File: config.mk
export PLATFORM = sky130hd
export DESIGN_NAME = adc_spi_target
export DESIGN_NICKNAME = d
export VERILOG_FILES = /design/src/rtl/adc_pkg.sv /design/src/rtl/adc_sync_edge.sv /design/src/rtl/adc_spi_target.sv
export SDC_FILE = /design/constraint.sdc
export NUM_CORES = 1
export LEC_CHECK = 0
export CAP_MARGIN = 20
export CELL_PAD_IN_SITES_DETAIL_PLACEMENT = 0
export CELL_PAD_IN_SITES_GLOBAL_PLACEMENT = 1
export CORE_ASPECT_RATIO = 0.5
export CORE_UTILIZATION = 49
export CTS_CLUSTER_DIAMETER = 120
export DETAILED_ROUTE_END_ITERATION = 10
export DONT_BUFFER_PORTS = 1
export GPL_TIMING_DRIVEN = 0
export PLACE_DENSITY_LB_ADDON = 0.1
export RECOVER_POWER = 25
export REMOVE_ABC_BUFFERS = 1
export SYNTH_ARGS = -nofsm -noshare
export SYNTH_HDL_FRONTEND = slang
export SYNTH_SLANG_ARGS = --single-unit
export TNS_END_PERCENT = 10
File: constraint.sdc
create_clock -name clk -period 2.8 [get_ports clk]
set_input_delay 0.14 -clock clk [delete_from_list [all_inputs] [get_ports clk]]
set_output_delay 0.14 -clock clk [all_outputs]
set_load 0.05 [all_outputs]
File: src/rtl/adc_pkg.sv
// rtl/adc_pkg.sv - shared types and register constants for the ADC SPI target
package adc_pkg;

    typedef enum logic [1:0] {
        LaneModeOne  = 2'b00,
        LaneModeTwo  = 2'b01,
        LaneModeFour = 2'b10
    } lane_md_t;

    typedef enum logic {
        CNV        = 1'b0,
        REG_ACCESS = 1'b1
    } device_mode_t;

    typedef enum logic [1:0] {
        IDLE  = 2'd0,
        CONV  = 2'd1,
        READY = 2'd2
    } cnv_state_t;

    localparam logic [14:0] ExitReg         = 15'h0014;
    localparam logic [14:0] ModeReg         = 15'h0020;
    localparam logic [2:0]  RegAccessPrefix = 3'b101;

    // The reserved encoding 11 falls back to a single lane.
    function automatic logic [2:0] lane_count(input logic [1:0] md);
        case (md)
            LaneModeTwo:  return 3'd2;
            LaneModeFour: return 3'd4;
            default:      return 3'd1;
        endcase
    endfunction

endpackage

File: src/rtl/adc_sync_edge.sv
// rtl/adc_sync_edge.sv - pin synchronizer with rise/fall pulses
module adc_sync_edge #(
    parameter int   STAGES = 2,
    parameter logic INIT   = 1'b0
) (
    input  logic clk,
    input  logic resetn,
    input  logic din,
    output logic level,
    output logic rise,
    output logic fall
);

    logic [STAGES-1:0] chain;
    logic              prev;

    always_ff @(posedge clk or negedge resetn) begin
        if (!resetn) begin
            chain <= {STAGES{INIT}};
            prev  <= INIT;
        end else begin
            chain <= (chain << 1) | STAGES'(din);
            prev  <= chain[STAGES-1];
        end
    end

    assign level = chain[STAGES-1];
    assign rise  = level & ~prev;
    assign fall  = ~level & prev;

endmodule

File: src/rtl/adc_spi_target.sv
// rtl/adc_spi_target.sv - clk-oversampled SPI target emulating the ADC
module adc_spi_target
    import adc_pkg::*;
#(
    parameter int DATA_WIDTH  = 32,
    parameter int CNV_CYCLES  = 28,
    parameter int SYNC_STAGES = 2
) (
    input  logic                  clk,
    input  logic                  resetn,
    input  logic                  spi_resetn,
    input  logic                  cnv,
    output logic                  busy,
    input  logic                  sck,
    input  logic                  csn,
    input  logic                  sdi,
    output logic [3:0]            sdo,
    input  logic [DATA_WIDTH-1:0] sample_data,
    output logic [23:0]           reg_cmd,
    output logic                  reg_cmd_stb,
    output logic [1:0]            lane_md,
    output logic                  reg_mode
);

    localparam int IW = $clog2(DATA_WIDTH + 1);
    localparam int CW = $clog2(CNV_CYCLES + 1);

    logic cnv_lvl, cnv_rise, cnv_fall;
    logic sck_lvl, sck_rise, sck_fall;
    logic csn_lvl, csn_rise, csn_fall;
    logic sdi_lvl, sdi_rise, sdi_fall;
    logic rst_lvl, rst_rise, rst_fall;

    adc_sync_edge #(.STAGES(SYNC_STAGES), .INIT(1'b0)) u_sync_cnv (
        .clk(clk), .resetn(resetn), .din(cnv), .level(cnv_lvl), .rise(cnv_rise), .fall(cnv_fall));
    adc_sync_edge #(.STAGES(SYNC_STAGES), .INIT(1'b0)) u_sync_sck (
        .clk(clk), .resetn(resetn), .din(sck), .level(sck_lvl), .rise(sck_rise), .fall(sck_fall));
    adc_sync_edge #(.STAGES(SYNC_STAGES), .INIT(1'b1)) u_sync_csn (
        .clk(clk), .resetn(resetn), .din(csn), .level(csn_lvl), .rise(csn_rise), .fall(csn_fall));
    adc_sync_edge #(.STAGES(SYNC_STAGES), .INIT(1'b0)) u_sync_sdi (
        .clk(clk), .resetn(resetn), .din(sdi), .level(sdi_lvl), .rise(sdi_rise), .fall(sdi_fall));
    adc_sync_edge #(.STAGES(SYNC_STAGES), .INIT(1'b0)) u_sync_rst (
        .clk(clk), .resetn(resetn), .din(spi_resetn), .level(rst_lvl), .rise(rst_rise), .fall(rst_fall));

    logic unused_edges;
    assign unused_edges = &{1'b0, cnv_lvl, cnv_fall, sck_lvl, sck_fall, sdi_rise, sdi_fall, rst_rise, rst_fall};

    logic                  clr;
    logic [23:0]           sh, sh_next;
    device_mode_t          dev_mode;
    cnv_state_t            state;
    logic [CW-1:0]         cnt;
    logic                  data_ready;
    logic [DATA_WIDTH-1:0] shift_reg;
    logic [IW-1:0]         idx;
    logic [2:0]            n_lanes;
    logic [3:0]            sdo_next;
    logic                  readout_step;

    assign clr          = ~rst_lvl;
    assign reg_mode     = (dev_mode == REG_ACCESS);
    assign n_lanes      = lane_count(lane_md);
    assign readout_step = (dev_mode == CNV) && !csn_lvl && data_ready && sck_rise;

    // A sck rise coinciding with csn rise still lands in the command word.
    always_comb begin
        sh_next = sh;
        if (csn_fall)
            sh_next = '0;
        else if (sck_rise && (!csn_lvl || csn_rise))
            sh_next = {sh[22:0], sdi_lvl};
    end

    always_comb begin
        sdo_next = '0;
        for (int k = 0; k < 4; k++)
            if (k < int'(n_lanes))
                sdo_next[k] = shift_reg[DATA_WIDTH-1-k];
    end

    always_ff @(posedge clk or negedge resetn) begin
        if (!resetn) begin
            sh          <= '0;
            reg_cmd     <= '0;
            reg_cmd_stb <= 1'b0;
            lane_md     <= LaneModeOne;
            dev_mode    <= CNV;
        end else if (clr) begin
            sh          <= '0;
            reg_cmd     <= '0;
            reg_cmd_stb <= 1'b0;
            lane_md     <= LaneModeOne;
            dev_mode    <= CNV;
        end else begin
            sh          <= sh_next;
            reg_cmd_stb <= csn_rise;
            if (csn_rise) begin
                reg_cmd <= sh_next;
                if (sh_next[23:21] == RegAccessPrefix)
                    dev_mode <= REG_ACCESS;
                else if (dev_mode == REG_ACCESS && sh_next[23:8] == {1'b0, ModeReg})
                    lane_md <= sh_next[7:6];
                else if (dev_mode == REG_ACCESS && sh_next[23:8] == {1'b0, ExitReg} && sh_next[0])
                    dev_mode <= CNV;
            end
        end
    end

    always_ff @(posedge clk or negedge resetn) begin
        if (!resetn) begin
            state      <= IDLE;
            busy       <= 1'b0;
            cnt        <= '0;
            data_ready <= 1'b0;
            shift_reg  <= '0;
            idx        <= '0;
            sdo        <= '0;
        end else if (clr) begin
            state      <= IDLE;
            busy       <= 1'b0;
            cnt        <= '0;
            data_ready <= 1'b0;
            shift_reg  <= '0;
            idx        <= '0;
            sdo        <= '0;
        end else begin
            case (state)
                IDLE: if (cnv_rise) begin
                    state <= CONV;
                    busy  <= 1'b1;
                    cnt   <= CW'(CNV_CYCLES - 1);
                end
                CONV: if (cnt == '0) begin
                    state      <= READY;
                    busy       <= 1'b0;
                    shift_reg  <= sample_data;
                    idx        <= IW'(DATA_WIDTH);
                    data_ready <= 1'b1;
                end else begin
                    cnt <= cnt - 1'b1;
                end
                READY: if (cnv_rise) begin
                    // Restart drops whatever of the previous sample was not yet read.
                    state      <= CONV;
                    busy       <= 1'b1;
                    cnt        <= CW'(CNV_CYCLES - 1);
                    data_ready <= 1'b0;
                    idx        <= '0;
                end else if (readout_step) begin
                    if (idx == '0) begin
                        data_ready <= 1'b0;
                        state      <= IDLE;
                    end else begin
                        sdo       <= sdo_next;
                        shift_reg <= shift_reg << n_lanes;
                        idx       <= (idx > IW'(n_lanes)) ? idx - IW'(n_lanes) : '0;
                    end
                end
                default: state <= IDLE;
            endcase
        end
    end

endmodule

==> results.txt <==
----------------------------------------------------
[Run status]
  Status ... finished with violations
  Violated checks ... hold timing

[GRT]
  Antenna violations before repair ... 0
  Total congestion overflow ... 0
  Pin count of the biggest net entering global routing ... 117
  First-pass GRT wire length ... 25390 um
  Global-route total usage across every layer ... 0.2470
  Vias in the first global route ... 4860

[Worst setup path]
  Most frequent cell on the critical path ... sky130_fd_sc_hd__o21ai_1
  Cell-by-cell trace of the critical path ... inv_4 -> ha_4 -> buf_12 -> ha_1 -> inv_1 -> fa_2 -> a21oi_1 -> o21ai_1 -> o31ai_1 -> or2_1 -> o21ai_1
  End of the worst register-to-register path ... idx[4]
  Worst setup startpoint ... lane_md[0]
  Worst Reg-to-Reg Cells ... 11
  Critical path class ... flop to flop
  Critical Path Stages ... 11
  Startpoint class of the critical path ... flop
  Crit path capture type ... flop
  Setup slack, reg-to-reg ... 0.09 ns
  Critical path buffers and inverters ... 3
  WP data arrival ... 3.01 ns
  CP Capture Point ... idx[4]
  Standard cell with the maximum stage delay on the critical path ... sky130_fd_sc_hd__dfrtp_4
  Worst Path Required ... 3.09 ns
  Gate family responsible for the most delay along the worst path ... adder cells
  Biggest cell delay along the critical path ... 0.55 ns
  R2r startpoint ... lane_md[0]
  Largest driver fanout on the critical path ... 5

[Timing]
  Hold Slack ... -0.5839 ns
  Slack of the critical path ... 0.08626 ns
  Period Utilization, post-route ... 0.9692
  Slew Limit Fails ... 0
  Unrepaired setup endpoints after global routing ... true
  Least-Margin Pin Slew ... 0.7119 ns
  Number of endpoints with negative hold slack in the final report ... 116
  Slew headroom ... 0.5249
  Final setup violation count ... 0
  Highest clock frequency the design can meet ... 368.5 MHz
  Total negative slack ... 0 ns
  Final setup skew ... 0.01233 ns
  Post-layout minimum cycle time ... 2.714 ns

[Place]
  Worst-case setup slack after placement ... -1.456 ns
  Final Wtd Congestion ... 0.8335
  Post-detailed-placement cell area ... 0.006472 mm^2
  Quantity of I/O buffers inserted on ports ... 0
  Detailed Place HPWL ... 9781 um
  Cell Count Post-Placement ... 802

[Clock network]
  Clock buffers created by TritonCTS ... 17
  Bufs on Longest Clock Path ... 2
  CTS HTree Levels ... 4
  Clock latency on the worst-skew pair ... 0.42 ns
  CTS tree ... built
  Post-CTS Hold Buffers ... 37
  CTS Root Buffer Type ... sky130_fd_sc_hd__clkbuf_16
  # clock sinks ... 116
  Clock slew seen by the registers of the worst setup and hold paths ... 0.06 ns

[Drt]
  Antenna-violating nets left ... 0
  DRC marker count from the first detailed-route iteration ... 324
  Avg WL per Cell ... 17.86 um
  Number of remaining DRC errors ... 0
  Total wire length ... 15680 um
  Number of iterations in the first detailed-routing pass ... 6
  Vias ... 5050
  Routed via count divided by cell count ... 5.752

[Final layout]
  Layout overhead on the synthesized area ... 20.18%
  Area taken by multi-input logic gates ... 0.003194 mm^2
  Count of fill cells added during filler insertion ... 1033
  Max FFs per register ... 32
  Antenna diode count ... 0
  Share of cells above drive strength 1 ... 0.1192
  Nets ... 753
  Core Util, Final ... 0.6222
  Final non-filler cell area ... 0.007586 mm^2
  Filler-free cell count of the finished design ... 878
  Sequential cell area in the final layout ... 0.002912 mm^2

[Floorplan]
  Die Wd ... 162.5 um
  Height of the die ... 82.26 um
  Row Count ... 28
  Total Die Area ... 0.01337 mm^2
  Top-level I/O count ... 72
  Effective utilization at floorplan ... 0.5178
  Core Box Area ... 0.01219 mm^2

[Yosys]
  Number of flip-flops and latches in the synthesized netlist ... 116
  Number of standard cells after synthesis ... 673
  Synth Area per Inst ... 9.379 um^2
  Predominant post-synthesis flop cell ... sky130_fd_sc_hd__dfrtp_1
  Async set-or-reset flop fraction in the synthesized netlist ... 1.000
  Sequential area share after synthesis ... 0.4605
  Number of enable-type register cells in the synthesized netlist ... 0
  Number of synthesis warnings ... 0
  Post-Syn Area ... 0.006312 mm^2
  Count of different cell masters after synthesis ... 61

[Power]
  Peak VDD IR ... 0.4412 mV
  Power, Total ... 5.155 mW
  Standby leakage power ... 3.462 nW
  Power density over cell area ... 679.5 mW/mm^2

[Worst hold path]
  Hold/Removal Path Class ... primary input to asynchronous set/reset pin

[Run]
  Max_cap viols ... 0

----------------------------------------------------
cell type report:
class / count / share of cell area
sequential: 116 / 0.3838
tap: 165 / 0.02721
inverter: 18 / 0.01023
timing repair buffer: 49 / 0.07669
clock inverter: 14 / 0.02375
multi-input combinational: 497 / 0.4211
clock buffer: 18 / 0.05657
timing repair inverter: 1 / 0.0006597
worst min-delay path by stage:
stage	from	end	depth (start not counted)
4_1_cts	resetn	shift_reg[23]	0
2_1_floorplan	resetn	busy	0
3_5_place_dp	resetn	shift_reg[23]	0
6_report	resetn	shift_reg[15]	0
3_3_place_gp	resetn	shift_reg[24]	0
5_1_grt	resetn	shift_reg[15]	0
Yosys cell counts, types with 2 or more instances:
library cell               count  area share
sky130_fd_sc_hd__a21oi_1      25       0.020
sky130_fd_sc_hd__nand4b_1      2      0.0028
sky130_fd_sc_hd__o311ai_0      2      0.0028
sky130_fd_sc_hd__buf_1         3      0.0018
sky130_fd_sc_hd__buf_6         2      0.0036
sky130_fd_sc_hd__nor4bb_1      3      0.0048
sky130_fd_sc_hd__nor2b_1       4      0.0040
sky130_fd_sc_hd__a211oi_1     20       0.024
sky130_fd_sc_hd__nand3_1      28       0.022
sky130_fd_sc_hd__nor3_1        5      0.0040
sky130_fd_sc_hd__a22oi_2       2      0.0040
sky130_fd_sc_hd__nor2_1       54       0.032
sky130_fd_sc_hd__a311oi_2      3      0.0071
sky130_fd_sc_hd__and2_1        3      0.0030
sky130_fd_sc_hd__dfstp_2       3       0.012
sky130_fd_sc_hd__inv_1        18       0.011
sky130_fd_sc_hd__a21o_1        5      0.0059
sky130_fd_sc_hd__ha_1         13       0.026
sky130_fd_sc_hd__nand2_1     115       0.068
sky130_fd_sc_hd__mux2_1        3      0.0054
sky130_fd_sc_hd__a32o_1        6      0.0095
sky130_fd_sc_hd__or2_1         2      0.0020
sky130_fd_sc_hd__dfrtp_1     113        0.45
sky130_fd_sc_hd__buf_2        15       0.012
sky130_fd_sc_hd__a22oi_1       8      0.0095
sky130_fd_sc_hd__clkbuf_1     22       0.013
sky130_fd_sc_hd__nand4_1       2      0.0020
sky130_fd_sc_hd__o41ai_1       2      0.0028
sky130_fd_sc_hd__o21ai_1       8      0.0063
sky130_fd_sc_hd__o21ai_0      66       0.052
sky130_fd_sc_hd__mux2_2        9       0.016
sky130_fd_sc_hd__nand2b_1      4      0.0040
sky130_fd_sc_hd__and3_1        6      0.0059
sky130_fd_sc_hd__o31ai_1       3      0.0036
sky130_fd_sc_hd__mux2i_1      68        0.11
kinds of logic after synthesis:
family | Yosys count | share of synthesized area
multiplexers | 81 | 0.1316
flip-flops | 116 | 0.4605
AO/OA/AOI/OAI | 160 | 0.1608
buffers and inverters | 60 | 0.04103
adder cells (fa/ha/maj) | 14 | 0.02894
AND/OR/NAND/NOR | 241 | 0.1758
XOR/XNOR | 1 | 0.001388
worst reg2reg max path, stage by stage, from the launching register on:
cell                      delay (ns)
sky130_fd_sc_hd__dfrtp_4        0.55
sky130_fd_sc_hd__inv_4          0.08
sky130_fd_sc_hd__ha_4           0.30
sky130_fd_sc_hd__buf_12         0.10
sky130_fd_sc_hd__ha_1           0.16
sky130_fd_sc_hd__inv_1          0.06
sky130_fd_sc_hd__fa_2           0.36
sky130_fd_sc_hd__a21oi_1        0.15
sky130_fd_sc_hd__o21ai_1        0.10
sky130_fd_sc_hd__o31ai_1        0.36
sky130_fd_sc_hd__or2_1          0.27
sky130_fd_sc_hd__o21ai_1        0.10
power by group:
group	switching [mW]	total (mW)	internal [mW]
logic	0.473	0.821	0.348
registers	0.224	2.08	1.85
clock network	0.847	2.26	1.41
placed cells by master, fill, tap and decap left out, types with 8 or more instances in the layout:
master / count
sky130_fd_sc_hd__nand2_1: 114
sky130_fd_sc_hd__dfrtp_1: 111
sky130_fd_sc_hd__nand3_1: 28
sky130_fd_sc_hd__clkbuf_16: 17
sky130_fd_sc_hd__nor2_1: 54
sky130_fd_sc_hd__o21ai_1: 10
sky130_fd_sc_hd__mux2_2: 9
sky130_fd_sc_hd__mux2i_1: 68
sky130_fd_sc_hd__a21oi_1: 25
sky130_fd_sc_hd__a211oi_1: 20
sky130_fd_sc_hd__inv_1: 15
sky130_fd_sc_hd__a22oi_1: 8
sky130_fd_sc_hd__ha_1: 9
sky130_fd_sc_hd__dlygate4sd3_1: 37
sky130_fd_sc_hd__o21ai_0: 64
routing by layer:
metal,global-route usage,vias to the layer above,wire length (um)
met3,0.05544,15,691
met1,0.3345,2484,7659
met2,0.3953,106,7184
met5,0,-,0
met4,0.08302,0,148
li1,-,2445,-
what timing repair did:
item                       in CTS  in global routing
pin swaps                       2                  0
gates resized for setup        14                  3
gates cloned                    2                  0
buffers inserted                5                  0
hold endpoints to repair      153                116
setup endpoints to repair      33                 26
No activity file was read; power rests on OpenSTA's default activity.
